### src/rtl/mips_board_pkg.sv
// Shared constants for the MIPS board glue logic.
//   KEY_RELEASED          : raw/synchronised level of an idle (released) pushbutton
//   mode_e                : CPU clocking mode, MODE_STEP = 0, MODE_RUN = 1
//   DEBOUNCE_CYCLES_SIM   : short debounce window used in simulation
//   DEBOUNCE_CYCLES_BOARD : debounce window for the 50 MHz board build (20 ms)
//   cnt_width()           : bits needed to count 0..n-1, never less than 1
package mips_board_pkg;

  localparam logic KEY_RELEASED = 1'b1;

  typedef enum logic {
    MODE_STEP = 1'b0,
    MODE_RUN  = 1'b1
  } mode_e;

  localparam int DEBOUNCE_CYCLES_SIM   = 16;
  localparam int DEBOUNCE_CYCLES_BOARD = 1_000_000;

  function automatic int cnt_width(input int n);
    return (n <= 2) ? 1 : $clog2(n);
  endfunction

endpackage

### src/rtl/key_debounce.sv
// One pushbutton channel: 2-FF synchroniser, stability counter, debounced
// level and one-cycle press/release pulses.
//   clk           : system clock
//   rst_n         : asynchronous active-low reset
//   key_raw       : raw button, active-low
//   level         : debounced state, active-high (1 = pressed)
//   press_pulse   : one cycle, aligned with the first cycle level is 1
//   release_pulse : one cycle, aligned with the first cycle level is 0
module key_debounce
  import mips_board_pkg::*;
#(
  parameter int DEBOUNCE_CYCLES = DEBOUNCE_CYCLES_SIM
) (
  input  logic clk,
  input  logic rst_n,
  input  logic key_raw,
  output logic level,
  output logic press_pulse,
  output logic release_pulse
);

  localparam int             CW       = cnt_width(DEBOUNCE_CYCLES);
  localparam logic [CW-1:0]  CNT_LAST = CW'(DEBOUNCE_CYCLES - 1);

  logic          sync_meta;
  logic          sync_out;
  logic          stable;
  logic [CW-1:0] cnt;

  always_ff @(posedge clk or negedge rst_n) begin
    if (!rst_n) begin
      sync_meta     <= KEY_RELEASED;
      sync_out      <= KEY_RELEASED;
      stable        <= KEY_RELEASED;
      cnt           <= '0;
      press_pulse   <= 1'b0;
      release_pulse <= 1'b0;
    end else begin
      sync_meta     <= key_raw;
      sync_out      <= sync_meta;
      press_pulse   <= 1'b0;
      release_pulse <= 1'b0;
      if (sync_out != stable) begin
        // The pulses are registered together with stable so they line up
        // with the first cycle of the new level.
        if (cnt == CNT_LAST) begin
          stable        <= sync_out;
          cnt           <= '0;
          press_pulse   <= (sync_out != KEY_RELEASED);
          release_pulse <= (sync_out == KEY_RELEASED);
        end else begin
          cnt <= cnt + CW'(1);
        end
      end else begin
        // Any agreement restarts the window, so short glitches vanish.
        cnt <= '0;
      end
    end
  end

  assign level = ~stable;

endmodule

### src/rtl/key_step_ctrl.sv
// Pushbutton conditioner and CPU clock-enable generator for the MIPS board.
//   CLOCK_50    : 50 MHz system clock
//   RESET_N     : asynchronous active-low reset
//   KEY         : raw pushbuttons, active-low
//   key_level   : debounced key state, active-high
//   key_press   : one-cycle pulse per debounced press
//   key_release : one-cycle pulse per debounced release
//   run_mode    : 1 = free-run, 0 = single-step
//   cpu_en      : clock enable to the MIPS core
//   step_count  : number of cpu_en cycles issued, wrapping
//
// Mode FSM:
//   state     | meaning
//   MODE_RUN  | cpu_en every RUN_DIV-th cycle from the divider
//   MODE_STEP | cpu_en for one cycle after each STEP_KEY press
module key_step_ctrl
  import mips_board_pkg::*;
#(
  parameter int NUM_KEYS        = 4,
  parameter int DEBOUNCE_CYCLES = DEBOUNCE_CYCLES_SIM,
  parameter int RUN_DIV         = 1,
  parameter int STEP_KEY        = 1,
  parameter int MODE_KEY        = 2,
  parameter int RUN_AT_RESET    = 1,
  parameter int CNT_W           = 16
) (
  input  logic                CLOCK_50,
  input  logic                RESET_N,
  input  logic [NUM_KEYS-1:0] KEY,
  output logic [NUM_KEYS-1:0] key_level,
  output logic [NUM_KEYS-1:0] key_press,
  output logic [NUM_KEYS-1:0] key_release,
  output logic                run_mode,
  output logic                cpu_en,
  output logic [CNT_W-1:0]    step_count
);

  if (STEP_KEY == MODE_KEY) begin : g_err_same_key
    $error("key_step_ctrl: STEP_KEY and MODE_KEY must differ");
  end
  if (STEP_KEY >= NUM_KEYS || MODE_KEY >= NUM_KEYS || STEP_KEY < 0 || MODE_KEY < 0) begin : g_err_key_range
    $error("key_step_ctrl: STEP_KEY/MODE_KEY out of range");
  end
  if (NUM_KEYS < 2 || DEBOUNCE_CYCLES < 2 || RUN_DIV < 1) begin : g_err_params
    $error("key_step_ctrl: NUM_KEYS>=2, DEBOUNCE_CYCLES>=2, RUN_DIV>=1 required");
  end

  for (genvar i = 0; i < NUM_KEYS; i++) begin : g_key
    key_debounce #(
      .DEBOUNCE_CYCLES(DEBOUNCE_CYCLES)
    ) u_debounce (
      .clk          (CLOCK_50),
      .rst_n        (RESET_N),
      .key_raw      (KEY[i]),
      .level        (key_level[i]),
      .press_pulse  (key_press[i]),
      .release_pulse(key_release[i])
    );
  end

  localparam int             DW        = cnt_width(RUN_DIV);
  localparam logic [DW-1:0]  DIV_LAST  = DW'(RUN_DIV - 1);
  localparam mode_e          MODE_INIT = (RUN_AT_RESET != 0) ? MODE_RUN : MODE_STEP;

  mode_e         state;
  mode_e         state_next;
  logic [DW-1:0] div;
  logic [DW-1:0] div_next;
  logic          en_next;
  logic          mode_hit;
  logic          step_hit;

  assign mode_hit = key_press[MODE_KEY];
  assign step_hit = key_press[STEP_KEY];

  always_ff @(posedge CLOCK_50 or negedge RESET_N) begin
    if (!RESET_N) begin
      state      <= MODE_INIT;
      div        <= '0;
      cpu_en     <= 1'b0;
      step_count <= '0;
    end else begin
      state  <= state_next;
      div    <= div_next;
      cpu_en <= en_next;
      if (cpu_en) begin
        step_count <= step_count + CNT_W'(1);
      end
    end
  end

  // cpu_en is registered so it is low during reset; en_next is derived from
  // div_next so that cpu_en is high exactly in the cycle div == DIV_LAST.
  always_comb begin
    state_next = state;
    div_next   = '0;
    en_next    = 1'b0;
    case (state)
      MODE_RUN: begin
        if (mode_hit) begin
          // A mode toggle wins over a coincident step press.
          state_next = MODE_STEP;
        end else begin
          div_next = (div == DIV_LAST) ? '0 : div + DW'(1);
          en_next  = (div_next == DIV_LAST);
        end
      end
      MODE_STEP: begin
        if (mode_hit) begin
          state_next = MODE_RUN;
          en_next    = (DIV_LAST == '0);
        end else begin
          en_next = step_hit;
        end
      end
      default: begin
        state_next = MODE_INIT;
      end
    endcase
  end

  assign run_mode = (state == MODE_RUN);

endmodule

### config.mk
export PLATFORM = sky130hd
export DESIGN_NAME = key_step_ctrl
export DESIGN_NICKNAME = d
export VERILOG_FILES = /design/src/rtl/mips_board_pkg.sv /design/src/rtl/key_debounce.sv /design/src/rtl/key_step_ctrl.sv
export SDC_FILE = /design/constraint.sdc
export NUM_CORES = 1
export LEC_CHECK = 0
export ABC_AREA = 1
export CORE_UTILIZATION = 30
export DETAILED_ROUTE_END_ITERATION = 8
export DONT_BUFFER_PORTS = 1
export PLACE_DENSITY_LB_ADDON = 0.12
export SLEW_MARGIN = 40
export SYNTH_ARGS = -nofsm -noshare
export SYNTH_HDL_FRONTEND = slang
export SYNTH_HIERARCHICAL = 1
export SYNTH_SLANG_ARGS = --single-unit
### constraint.sdc
create_clock -name CLOCK_50 -period 1.3 [get_ports CLOCK_50]
set_input_delay 0.13 -clock CLOCK_50 [delete_from_list [all_inputs] [get_ports CLOCK_50]]
set_output_delay 0.13 -clock CLOCK_50 [all_outputs]
set_load 0.05 [all_outputs]
Yosys cells after proc, flatten, opt, wreduce, memory -nomap -nowiden --
Index checks and enable logic that the tools add are counted.
Storage, ports and cells: bits in registers 55, word-level logic and storage cells 89
Cells by class: $add $sub $neg 6, eq/ne operators 8, mux-type cells 33, bitwise logic cells 10, reductions and logical operators 4
Operators with widths (number):
- $mux 4 | 8
- $mux 1 | 23
- $add 16x1->16 const B | 1
- $add 4x1->4 const B | 4
- $eq 4x4->1 const B | 4
- $not 1->1 | 10
- $reduce_and 2->1 | 4
- $ne 1x1->1 | 4
- $pmux 1 s2 | 2
- $add 1x1->1 const B | 1

Longest topological paths before layout --
depth in word-level cells 5, depth in mapped cells 8, gate-level depth less buffers 8

Modules after synthesis --
Netlist, hierarchy kept.
Modules (own cells, without submodules):
- key_debounce | times used 4, cells each 33, area an instance 344.1 sq um, sequential area each 229.0 sq um
- key_step_ctrl | times used 1, cells each 88, area an instance 889.6 sq um, sequential area each 451.7 sq um

Worst setup path after synthesis --
OpenSTA, ideal clock, no wires.
kind reg2reg, start register step_count[0], end register step_count[14], setup time 119 ps, arrival time 1490 ps, required time 1181 ps, path slack -309 ps, cell stages (with the launch flop) 9, cells stage by stage dfrtp_1 ha_1 nand2_1 nor2_2 nand2_2 nor2_4 nand2_1 nand2_1 nand2_1
Between the ends: word-level cells in the longest chain between the ends 1
Ends and longest elaborated chain:
- start: declaration | RTL line key_step_ctrl.sv:35 | output logic [CNT_W-1:0] step_count
- start signal: assignment | RTL line key_step_ctrl.sv:87 | step_count <= step_count + CNT_W'(1);
- $add 16x1->16 | RTL line key_step_ctrl.sv:87
Every way passes these cells. A chain may end at the register's enable or synchronous reset.

Final worst setup path --
start register g_key[1].u_debounce.stable, end output port key_level[1]
Between the ends: word-level cells in the longest chain between the ends 1
Ends and longest elaborated chain:
- start: declaration | RTL line key_debounce.sv:27 | logic stable;
- start signal: assignment | RTL line key_debounce.sv:47 | stable <= sync_out;
- $not 1->1 | RTL line key_debounce.sv:61 | assign level = ~stable;
- end: declaration | RTL line key_step_ctrl.sv:30 | output logic [NUM_KEYS-1:0] key_level,
Every way passes these cells.

==> results.py <==
metrics = {
    "power": {
        "power.density_nw_per_um2": 1052,
        "power_frac_comb_pct": 3.0,
        "switchingPower_mw": 0.6400,
        "p_clk_share_pct": 35.1,
        "cell_internal_pwr_mw": 2.215,
        "p_seq_share_pct": 61.9,
        "swShare_pct": 22.42,
        "power.total_mw": 2.855,
        "max-vdd-ir-drop_mv": 0.5754,
        "leakagePower_nw": 1.290,
    },
    "worst_setup_path": {
        "cpPeakStageDelay_ps": 560,
        "crit_family": "flip-flops",
        "cp.depth": 2,
        "path_buf_inv": 2,
        "r2r_cells": 8,
        "worstSetupPathType": "reg2out",
        "critPathCaptureType": "output port",
        "slowest_stage": "dfstp_2",
        "startpoint_type": "flip-flop",
        "path_cells": "inv_2, buf_4",
        "cp.required_ps": 1170,
        "crit_arrival_ps": 1080,
        "critPathMaxFanout": 3,
    },
    "cells_and_area": {
        "multi_input_area_sq_um": 774.5,
        "drive_gt1_share_pct": 31.62,
        "diodes": 0,
        "fin_util_pct": 37.20,
        "most-common-layout-cells": "nand2_1 (46), dfrtp_1 (29), inv_1 (26), nor2_1 (26), buf_4 (24)",
        "nets": 263,
        "final_cells": 352,
        "register_area_sq_um": 1383,
        "mostFrequentLayoutCell": "nand2_1",
        "area_delta_synth_final_pct": 19.71,
        "n_fill_cell": 774,
    },
    "logic_synthesis": {
        "syn_area_sq_um": 2266,
        "synth_top_area_share_pct": 45.28,
        "avgSynthCellArea_sq_um": 10.30,
        "synth_fp_nets": 231,
        "synth_cells": 220,
        "synthDistinctLibCells": 21,
        "ys_seq_elements": 54,
        "yosys_warnings": 6,
        "ys_seq_area_share_pct": 60.35,
        "yosysTopAreaCell": "dfrtp_1",
        "synth_top_cells_by_area": "dfrtp_1 (45%), dfstp_2 (15%), nand2_1 (7.8%), inv_1 (4.3%), nor2_1 (4.3%)",
    },
    "drt": {
        "firstDrtPassIters": 4,
        "viasPerCell": 4.065,
        "drt_iter0_markers": 21,
        "wirelength_microns": 3600,
        "wl_per_cell_microns": 10.23,
        "antenna_left": 0,
        "via_count": 1431,
        "route.detailed.drc": 0,
    },
    "outcome": {
        "failed_checks": "negative hold slack",
        "status": "complete, but fails checks",
    },
    "sta": {
        "worst_hold_slack_ps": -494.3,
        "hold_viol": 54,
        "finalCritPeriodShare_pct": 93.21,
        "setup_viol": 0,
        "rsz0062_at_grt": "false",
        "slew_violations": 0,
        "finClkSkew_ps": 4.652,
        "max_freq_mhz": 825.3,
        "slew-limit-headroom_pct": 69.89,
        "fin_tns_setup_ps": 0,
        "finalCriticalPeriod_ps": 1212,
        "worstMarginPinSlew_ps": 451.9,
    },
    "cts": {
        "cts_tree": "built",
        "post_cts_buffers": 0,
        "cts.sinks": 54,
        "hold_buffers": 4,
        "cts_buffers": 5,
        "ctsResizeCount": 0,
        "clk_pin_slew_ps": 100,
        "htreeDepth": 2,
        "cts_buffer_depth": 2,
        "clkLatencyLatePin_ps": 300,
        "clockRootBuffer": "clkbuf_8",
    },
    "placed_design": {
        "place_congestion": 0.6828,
        "dp.cells": 340,
        "dp_hpwl_microns": 2518,
        "portBuffers": 0,
    },
    "die": {
        "rows": 31,
        "core_area_sq_um": 7292,
        "die-area_sq_um": 7905,
        "initial_core_util_pct": 31.07,
        "die_y_microns": 88.91,
        "num_io_pins": 36,
        "die_w_microns": 88.91,
    },
    "global_routing": {
        "track_usage_pct": 10.60,
        "grt_pass1_vias": 1409,
        "grt_pass1_wl_microns": 6265,
        "grt_max_degree": 55,
        "antenna_found_initial": 0,
        "grt_overflow_total": 0,
    },
    "job": {
        "drv_cap": 0,
    },
    "worst_hold_path": {
        "hp-class": "in2async",
    },
}
-- sequential cells by signal (all words and copies together) (netlist names) --
register                        count
g_key.u_debounce/cnt               16
step_count                         16
g_key.u_debounce/press_pulse        4
g_key.u_debounce/release_pulse      4
g_key.u_debounce/stable             4
g_key.u_debounce/sync_meta          4
g_key.u_debounce/sync_out           4
cpu_en                              1
run_mode                            1
-- cell usage after synthesis (all sizes together) --
cell,instances
nand4,6
o21bai,1
nand2,50
buf,3
xnor2,9
ha,5
nand3b,1
inv,30
dfrtp,41
nor3,2
o21ai,4
nor2,33
xor2,9
dfstp,13
nand3,13
-- worst register-to-register path, stage by stage (launching register included) --
cell,delay (ps)
dfrtp_2,410
ha_4,160
nand2_2,60
nor2_2,110
nand2_2,90
nor2_4,110
nand2_1,60
nand2_1,50
nand2_1,50
-- power by group through the flow --
| stage | logic [mW] | clock network, mW | registers (mW) |
|---|---|---|---|
| 2_1_floorplan | 0.0677 | 0 | 1.79 |
| 3_3_place_gp | 0.0775 | 0 | 1.80 |
| 3_5_place_dp | 0.0767 | 0 | 1.80 |
| 4_1_cts | 0.0873 | 1.06 | 1.77 |
| 5_1_grt | 0.100 | 1.12 | 1.78 |
| 6_report | 0.0860 | 1.00 | 1.77 |
-- cell type report --
cell class	instances	area share, %
Tap cell	99	4.566
Inverter	30	4.151
Timing Repair Buffer	28	8.118
Sequential cell	54	50.97
Clock inverter	2	0.5996
Clock buffer	6	3.044
Multi-Input combinational cell	133	28.55
-- cells by family (layout without fill, tap and decap cells) --
kind of cell | Yosys count | count (layout) | synth area share [%]
and+or+nand+nor | 105 | 105 | 22.58
DFF | 54 | 54 | 60.35
buffers and inverters | 33 | 66 | 6.129
xor gates and xnor gates | 18 | 18 | 6.958
adders and majority gates | 5 | 5 | 2.761
AOI/OAI and AO/OA | 5 | 5 | 1.215
-- path summary, 6_finish.rpt --
| kind | startpoint | to | slack, ps |
|---|---|---|---|
| max in group asynchronous | RESET_N | g_key[2].u_debounce/sync_meta | 1610 |
| min reg2reg | g_key[1].u_debounce/sync_meta | g_key[1].u_debounce/sync_out | 360 |
| max reg2reg | step_count[1] | step_count[14] | 100 |
| min in group CLOCK_50 | KEY[0] | g_key[0].u_debounce/sync_meta | 360 |
| min | RESET_N | g_key[0].u_debounce/press_pulse | -490 |
| max | g_key[1].u_debounce/stable | key_level[1] | 90 |
-- per-layer routing --
layer,up-vias,routed length [microns],GRT usage [%]
li1,733,-,-
met1,664,1736,12.86
met2,29,1621,17.41
met3,5,190,3.509
met4,0,51,4.399
met5,-,0,0
-- through the flow --
stage	setup slack [ps]	hold WS (ps)	area, sq um
after floorplan	-48.35	-165.6	2296
after global placement	118.1	-164.0	2574
after detailed placement	103.4	-163.5	2574
after CTS	68.50	-511.1	2713
after global routing	7.504	-527.6	2713
final	88.32	-494.3	2713
Power figures use the tool's default switching activity.
